File: src/rtl/ibex_rf_write_buffer.sv
// Write-back buffer in front of the hybrid register file: queues SRAM-range writes that collide
// with operand-B reads on port B and forwards queued data. Optional: IBEX_RF_WBUF_COALESCE_EN.
module ibex_rf_write_buffer #(
  parameter int DataWidth   = 32,
  parameter int Depth       = 4,
  parameter int StarveLimit = 8
) (
  input  logic                       clk_i,
  input  logic                       rst_ni,
  input  logic                       wb_we_i,
  input  logic [4:0]                 wb_waddr_i,
  input  logic [DataWidth-1:0]       wb_wdata_i,
  output logic                       wb_ready_o,
  input  logic                       port_b_busy_i,
  output logic                       rf_we_o,
  output logic [4:0]                 rf_waddr_o,
  output logic [DataWidth-1:0]       rf_wdata_o,
  input  logic [4:0]                 raddr_a_i,
  input  logic [4:0]                 raddr_b_i,
  output logic                       fwd_a_valid_o,
  output logic [DataWidth-1:0]       fwd_a_data_o,
  output logic                       fwd_b_valid_o,
  output logic [DataWidth-1:0]       fwd_b_data_o,
  output logic                       stall_req_o,
  output logic [$clog2(Depth):0]     count_o
);

  localparam int PW = $clog2(Depth);
  localparam int CW = PW + 1;
  localparam int SW = $clog2(StarveLimit + 1);

  logic [4:0]           q_addr [Depth];
  logic [DataWidth-1:0] q_data [Depth];
  logic [PW-1:0]        rd_ptr, wr_ptr;
  logic [CW-1:0]        count;
  logic [SW-1:0]        starve_cnt;

  logic accept, is_l1, wr_l1, wr_sram, empty, drain, pass, enqueue, coalesce;

  // Handshake: a write transfers in any cycle where wb_we_i && wb_ready_o; there is no hold
  // requirement on the producer when wb_ready_o is low. Nothing transfers while in reset.
  assign accept  = wb_we_i && wb_ready_o && rst_ni;
  assign is_l1   = (wb_waddr_i[4:2] == 3'b011);
  assign wr_l1   = accept && (wb_waddr_i != 5'd0) && is_l1;
  assign wr_sram = accept && (wb_waddr_i != 5'd0) && !is_l1;
  assign empty   = (count == '0);
  assign drain   = !wr_l1 && !empty && !port_b_busy_i;
  assign pass    = !wr_l1 && empty && wr_sram && !port_b_busy_i;
  assign enqueue = wr_sram && !pass && !coalesce;

`ifdef IBEX_RF_WBUF_COALESCE_EN
  logic          coal_hit;
  logic [PW-1:0] coal_idx;

  always_comb begin
    coal_hit = 1'b0;
    coal_idx = '0;
    for (int i = 0; i < Depth; i++) begin
      if (CW'(i) < count && wb_waddr_i != 5'd0 && q_addr[rd_ptr + PW'(i)] == wb_waddr_i) begin
        coal_hit = 1'b1;
        coal_idx = rd_ptr + PW'(i);
      end
    end
  end

  // A match on the head that is leaving this cycle cannot be overwritten; it enqueues instead.
  assign coalesce   = wr_sram && !pass && coal_hit && !(drain && coal_idx == rd_ptr);
  assign wb_ready_o = (count != CW'(Depth)) || (wb_we_i && coal_hit);
`else
  assign coalesce   = 1'b0;
  assign wb_ready_o = (count != CW'(Depth));
`endif

  always_comb begin
    rf_we_o    = 1'b0;
    rf_waddr_o = '0;
    rf_wdata_o = '0;
    if (wr_l1 || pass) begin
      rf_we_o    = 1'b1;
      rf_waddr_o = wb_waddr_i;
      rf_wdata_o = wb_wdata_i;
    end else if (drain) begin
      rf_we_o    = 1'b1;
      rf_waddr_o = q_addr[rd_ptr];
      rf_wdata_o = q_data[rd_ptr];
    end
  end

  // Oldest-to-youngest scan so the last hit is the youngest entry.
  always_comb begin
    fwd_a_valid_o = 1'b0;
    fwd_a_data_o  = '0;
    fwd_b_valid_o = 1'b0;
    fwd_b_data_o  = '0;
    for (int i = 0; i < Depth; i++) begin
      if (CW'(i) < count) begin
        if (raddr_a_i != 5'd0 && q_addr[rd_ptr + PW'(i)] == raddr_a_i) begin
          fwd_a_valid_o = 1'b1;
          fwd_a_data_o  = q_data[rd_ptr + PW'(i)];
        end
        if (raddr_b_i != 5'd0 && q_addr[rd_ptr + PW'(i)] == raddr_b_i) begin
          fwd_b_valid_o = 1'b1;
          fwd_b_data_o  = q_data[rd_ptr + PW'(i)];
        end
      end
    end
  end

  always_ff @(posedge clk_i or negedge rst_ni) begin
    if (!rst_ni) begin
      rd_ptr     <= '0;
      wr_ptr     <= '0;
      count      <= '0;
      starve_cnt <= '0;
      for (int i = 0; i < Depth; i++) begin
        q_addr[i] <= '0;
        q_data[i] <= '0;
      end
    end else begin
      if (enqueue) begin
        q_addr[wr_ptr] <= wb_waddr_i;
        q_data[wr_ptr] <= wb_wdata_i;
        wr_ptr         <= wr_ptr + 1'b1;
      end
`ifdef IBEX_RF_WBUF_COALESCE_EN
      if (coalesce) begin
        q_data[coal_idx] <= wb_wdata_i;
      end
`endif
      if (drain) begin
        rd_ptr <= rd_ptr + 1'b1;
      end
      case ({enqueue, drain})
        2'b10:   count <= count + 1'b1;
        2'b01:   count <= count - 1'b1;
        default: count <= count;
      endcase
      if (!empty && port_b_busy_i) begin
        if (starve_cnt < SW'(StarveLimit)) begin
          starve_cnt <= starve_cnt + 1'b1;
        end
      end else begin
        starve_cnt <= '0;
      end
    end
  end

  assign stall_req_o = (starve_cnt >= SW'(StarveLimit));
  assign count_o     = count;

endmodule

File: config.mk
export PLATFORM = sky130hd
export DESIGN_NAME = ibex_rf_write_buffer
export DESIGN_NICKNAME = d
export VERILOG_FILES = /design/src/rtl/ibex_rf_write_buffer.sv
export SDC_FILE = /design/constraint.sdc
export NUM_CORES = 1
export LEC_CHECK = 0
export CORE_ASPECT_RATIO = 1.1
export CORE_MARGIN = 5
export CORE_UTILIZATION = 45
export CTS_CLUSTER_DIAMETER = 60
export CTS_CLUSTER_SIZE = 16
export DETAILED_ROUTE_END_ITERATION = 12
export GPL_ROUTABILITY_DRIVEN = 0
export PLACE_DENSITY = 0.75
export SYNTH_ARGS = -nofsm -noshare
export SYNTH_HDL_FRONTEND = slang
export SYNTH_SLANG_ARGS = --single-unit
File: constraint.sdc
create_clock -name clk_i -period 4.52 [get_ports clk_i]
set_clock_uncertainty 0.05 [all_clocks]
set_input_delay 1.13 -clock clk_i [delete_from_list [all_inputs] [get_ports clk_i]]
set_output_delay 1.13 -clock clk_i [all_outputs]
set_load 0.05 [all_outputs]
Word-level counts from Yosys, hierarchy flattened

Index checks and enable logic that the tools add are counted.

Bits in registers: 159
Input bits: 51
Output and inout bits: 109
Logic and storage cells: 152

Add/subtract/negate cells: 7
$lt $le $gt $ge: 12
Eq/ne operators: 13
Multiplexer cells: 71
Bitwise logic cells: 5
Reduce and logical (&&, ||, !) cells: 32

Operators with widths:

| cell                                                                | count |
|---|---|
| 32-bit two-way mux                                                  | 27 |
| 32-bit binary-select mux with 2-bit select                          | 4 |
| 128-bit bitwise mux                                                 | 1 |
| 32-bit demux with 2-bit select                                      | 1 |
| 5-bit two-way mux                                                   | 11 |
| 5-bit binary-select mux with 2-bit select                           | 4 |
| 5-bit == test                                                       | 8 |
| 1-bit logical AND                                                   | 21 |
| 20-bit bitwise mux                                                  | 1 |
| 1-bit two-way mux                                                   | 18 |
| 3-bit >= comparator, second input constant                          | 5 |
| 2-bit inverter with 3-bit output                                    | 5 |
| 5-bit nonzero test                                                  | 3 |
| 5-bit demux with 2-bit select                                       | 1 |
| 4-bit two-way mux                                                   | 2 |
| 1-bit by 3-bit < comparator with 1-bit output, first input constant | 2 |
| 2-bit by 3-bit < comparator with 1-bit output, first input constant | 2 |
| 3-bit case mux with 2 select lines                                  | 1 |
| 1-bit logical NOT                                                   | 5 |
| 2-bit by 1-bit adder with 2-bit output, second input constant       | 2 |
| 2-bit adder, second input constant                                  | 2 |
| 4-bit by 1-bit adder with 4-bit output, second input constant       | 1 |
| 4-bit >= comparator, second input constant                          | 1 |
| 4-bit < comparator, second input constant                           | 1 |
| 11 further kinds                                                    | 11 |

Longest topological paths before layout

Depth in word-level cells: 14
Mapped depth: 11

Least setup slack after synthesis

Ideal clock, no wire load.

Path type: input-to-output
From: in raddr_a_i[2]
To: out fwd_a_data_o[10]
Arrival: 4.090 ns
Data required time: 3.340 ns
Path slack: -0.750 ns
Cell stages on the path: 8
Buffers on the path: 3
Path through: clkbuf_1 > or4_1 > o221ai_1 > or2_1 > clkbuf_1 > clkbuf_1 > a31oi_1 > a211oi_1

Cells in the longest elaborated chain, start to end: 10
Elaborated cells between the ends (all ways): 17
Classes of those cells: eq/ne: 4; mux: 8; reduce/logical: 5

Ends and longest elaborated chain:

| element                                             | RTL line | RTL |
|---|---|---|
| from (decl)                                         | 18       | `input logic [4:0] raddr_a_i,` |
| 5-bit == test or 5-bit nonzero test (tied branches) | 97       | `if (raddr_a_i != 5'd0 && q_addr[rd_ptr + PW'(i)] == raddr_a_i) begin` |
| 1-bit logical AND                                   | 97       |  |
| 32-bit two-way mux                                  | 97       |  |
| 32-bit two-way mux                                  | 96       | `if (CW'(i) < count) begin` |
| 32-bit two-way mux                                  | 97       |  |
| 32-bit two-way mux                                  | 96       |  |
| 32-bit two-way mux                                  | 97       |  |
| 32-bit two-way mux                                  | 96       |  |
| 32-bit two-way mux                                  | 97       |  |
| 32-bit two-way mux *                                | 96       |  |
| to (decl)                                           | 21       | `output logic [DataWidth-1:0] fwd_a_data_o,` |

Every way passes the cells marked *; elsewhere a longest branch is shown, timed or not.

Worst setup path after layout

From: reg rd_ptr[0]
To: out fwd_b_data_o[28]

Cells in the longest elaborated chain, start to end: 14
Elaborated cells between the ends (all ways): 47
Classes of those cells: add/sub: 3; eq/ne: 4; mux: 32; bitwise: 4; reduce/logical: 4

Ends and longest elaborated chain:

| element                                                                         | RTL line | RTL |
|---|---|---|
| from (decl)                                                                     | 34       | `logic [PW-1:0] rd_ptr, wr_ptr;` |
| from (signal assigned)                                                          | 131      | `rd_ptr <= rd_ptr + 1'b1;` |
| branches (longest 13 deep; another with 2-bit by 1-bit adder with 2-bit output) | n/a      |  |
| 32-bit two-way mux *                                                            | 96       |  |
| to (decl)                                                                       | 23       | `output logic [DataWidth-1:0] fwd_b_data_o,` |

Mark *: on every way between the ends. The select of a mux whose other input is x is not followed.

==> impl_metrics.ini <==
[synthesis]
yosysMostFrequentCell = mux2_2
synth-seq-cells = 159
synthTopCellsByArea = dfrtp_1 31%, mux2_2 18%, mux2i_1 9.9%
synth_top_area_cell = dfrtp_1
syn_area_um2 = 12810
ys_seq_area_share_pct = 31.05
synth-edff-count = 0
synth-async-reset-ratio_pct = 100.0
ys_types = 60
yosysTopAreaCellShare_pct = 31.05
synth_nets = 1392
syn_inst = 1330
synth_commonest_cells = 209 x mux2_2, 159 x dfrtp_1, 127 x mux2i_1
syn_avg_cell_area_um2 = 9.635
yosys_most_used_dff = dfrtp_1
synthesis.yosys.warnings = 0

[sta]
min_period_ps = 4594
rsz0062_at_grt = true
fmaxAchievable_ghz = 0.2177
finalCritPeriodShare_pct = 101.6
slew_headroom_pct = 28.53
tightest_slew_ps = 1072
setup_violations = 6
drv_slew = 0
setup-tns-final_ps = -179.0
layout_setup_ws_ps = -74.45
hold_viol = 0

[critical_path]
path_class = reg2out
required_ps = 3340
critPathMaxFanout = 7
cp-end-kind = output pin
crit_path_start_kind = flip-flop
r2r_slack_ps = 1700
cp_data_arrival_time_ps = 3410

[floorplan]
die_h_um = 187.0
dieArea_um2 = 31960
initial_utilization_pct = 45.85
ios = 160
fp.coreArea_um2 = 27950
num_rows = 64
die_width_um = 170.9

[clock_tree]
root_buffer = clkbuf_16
hold_buffers = 0
clk_latency_ps = 430
clk_path_buf_depth = 2
cts_tree = built
path_clk_slew_ps = 80
cts_max_level = 4
cts.sinks = 159
numCtsBuffers = 17

[run_status]
outcome = finished with violations
violations = negative setup slack

[global_routing]
grt_use_met2_pct = 43.00
antenna_found_initial = 0
grt_use_met3_pct = 3.953
grt_first_pass_wirelength_um = 64890
grtUsageTotal_pct = 25.13
top_usage_layer = met2
grt_pass1_vias = 12000
grt_max_degree = 83
grt_overflow = 0
met1_usage_pct = 31.92

[detailed_routing]
drtIter0Drc = 1316
dr_total_vias = 11940
detail-route-antenna-nets = 0
vias_per_cell = 6.358
drc = 0
wire_per_inst_um = 22.78
wl_um = 42780
firstDrtPassIters = 6

[min_path]
holdCritPathClass = in2async

[cells_and_area]
drive_above_1_share_pct = 39.47
multi_input_area_um2 = 8807
ff_latch_area_um2 = 3986
fin_nets = 1564
fillCellCount = 1995
diodes = 0
post-route-util_pct = 64.80
syn_to_final_growth_pct = 41.31

[placement]
hpwl_um = 27970
portBuffers = 159

[flow_run]
maxCapViolations = 0
==> kinds of logic (layout without fill, tap and decap cells) <==
kind of cell    Yosys count  in the layout  share of synthesized area, %
compound gates          274            274                         14.07
mux                     360            360                         32.74
fa+ha+maj                11             11                         1.074
flops                   159            159                         31.05
buf+inv                 171            356                         5.887
simple gates            309            309                         12.04
xor+xnor                 46             46                         3.144
==> cell type report <==
class                           count  share of cell area (%)
Multi-Input combinational cell   1000                   48.64
Timing Repair Buffer              282                   22.66
Sequential cell                   159                   22.01
Tap cell                          363                   2.508
Clock buffer                       17                   2.349
Clock inverter                     15                  0.9259
Inverter                           42                  0.9120
==> cell usage in the layout (no fill, tap or decap), drive strengths merged, types with 2 or more instances in the layout <==
cell / synthesis / final
nand3: 2 / 2
o21ai: 67 / 67
mux2: 209 / 209
nand4: 6 / 6
or2: 3 / 3
or4: 3 / 3
a21oi: 62 / 62
buf: 62 / 222
dlygate4sd2: 0 / 8
o311ai: 30 / 30
xnor2: 41 / 41
a31oi: 32 / 32
o211ai: 2 / 2
nor2: 73 / 73
o2bb2ai: 2 / 2
a211oi: 34 / 34
mux4: 24 / 24
nor4b: 2 / 2
nor4: 3 / 3
nor3: 35 / 35
xor2: 5 / 5
ha: 11 / 11
mux2i: 127 / 127
or3: 2 / 2
nand3b: 32 / 32
and3: 31 / 31
clkinv: 0 / 5
dfrtp: 159 / 159
clkdlybuf4s15: 0 / 2
nand2: 106 / 106
clkdlybuf4s50: 0 / 44
and2: 3 / 3
a22o: 37 / 37
nor2b: 4 / 4
clkbuf: 67 / 22
inv: 42 / 51
==> repair_timing <==
action,CTS,global route
resized for setup,37,69
cloned,2,4
endpoints found under the setup margin,66,63
setup buffers,16,8
pin swaps,27,41
==> sequential cells by signal, summed over array words and instances, names as in the netlist <==
| signal | flops |
|---|---|
| q_addr | 20 |
| wr_ptr | 2 |
| starve_cnt | 4 |
| count_o | 3 |
| rd_ptr | 2 |
| q_data | 128 |
==> path summary, 6_finish.rpt <==
path,start,endpoint,depth (start not counted)
worst min-delay path,rst_ni,q_data[89],1
worst max register to register,count_o[1],count_o[2],12
max in group asynchronous,rst_ni,q_data[56],3
min in group clk_i,q_data[106],q_data[106],1
worst min register to register,q_data[106],q_data[106],1
worst max-delay path,rd_ptr[0],fwd_b_data_o[28],9
==> worst max-delay path, cell delays in order, from the launching register on <==
cell,delay (ps)
dfrtp_4,510
buf_6,120
mux4_2,550
xnor2_2,160
nand4_1,210
or4b_4,670
buf_12,210
o311ai_1,90
a22o_1,300
buf_12,170
==> metal layers <==
| metal | vias to the layer above | part of all wire (%) |
|---|---|---|
| met3 | 150 | 6.9 |
| met4 | 0 | 3.6 |
| met2 | 631 | 50 |
| li1 | 5222 | - |
| met5 | - | 0 |
| met1 | 5937 | 39 |
==> through the flow <==
stage | area [µm²] | instances | setup WS [ps] | hold WS [ps]
floorplan | 13140 | 1330 | -186.0 | 445.7
global placement | 16740 | 1819 | -271.9 | 454.1
detailed placement | 16740 | 1819 | -358.1 | 460.2
CTS | 17650 | 1868 | 9.186 | 413.3
global route | 18110 | 1878 | -149.2 | 405.2
finish | 18110 | 1878 | -74.45 | 421.1
Power is not shown: default switching activity piles up to over one toggle a cycle in this logic, so the estimate is an artifact.
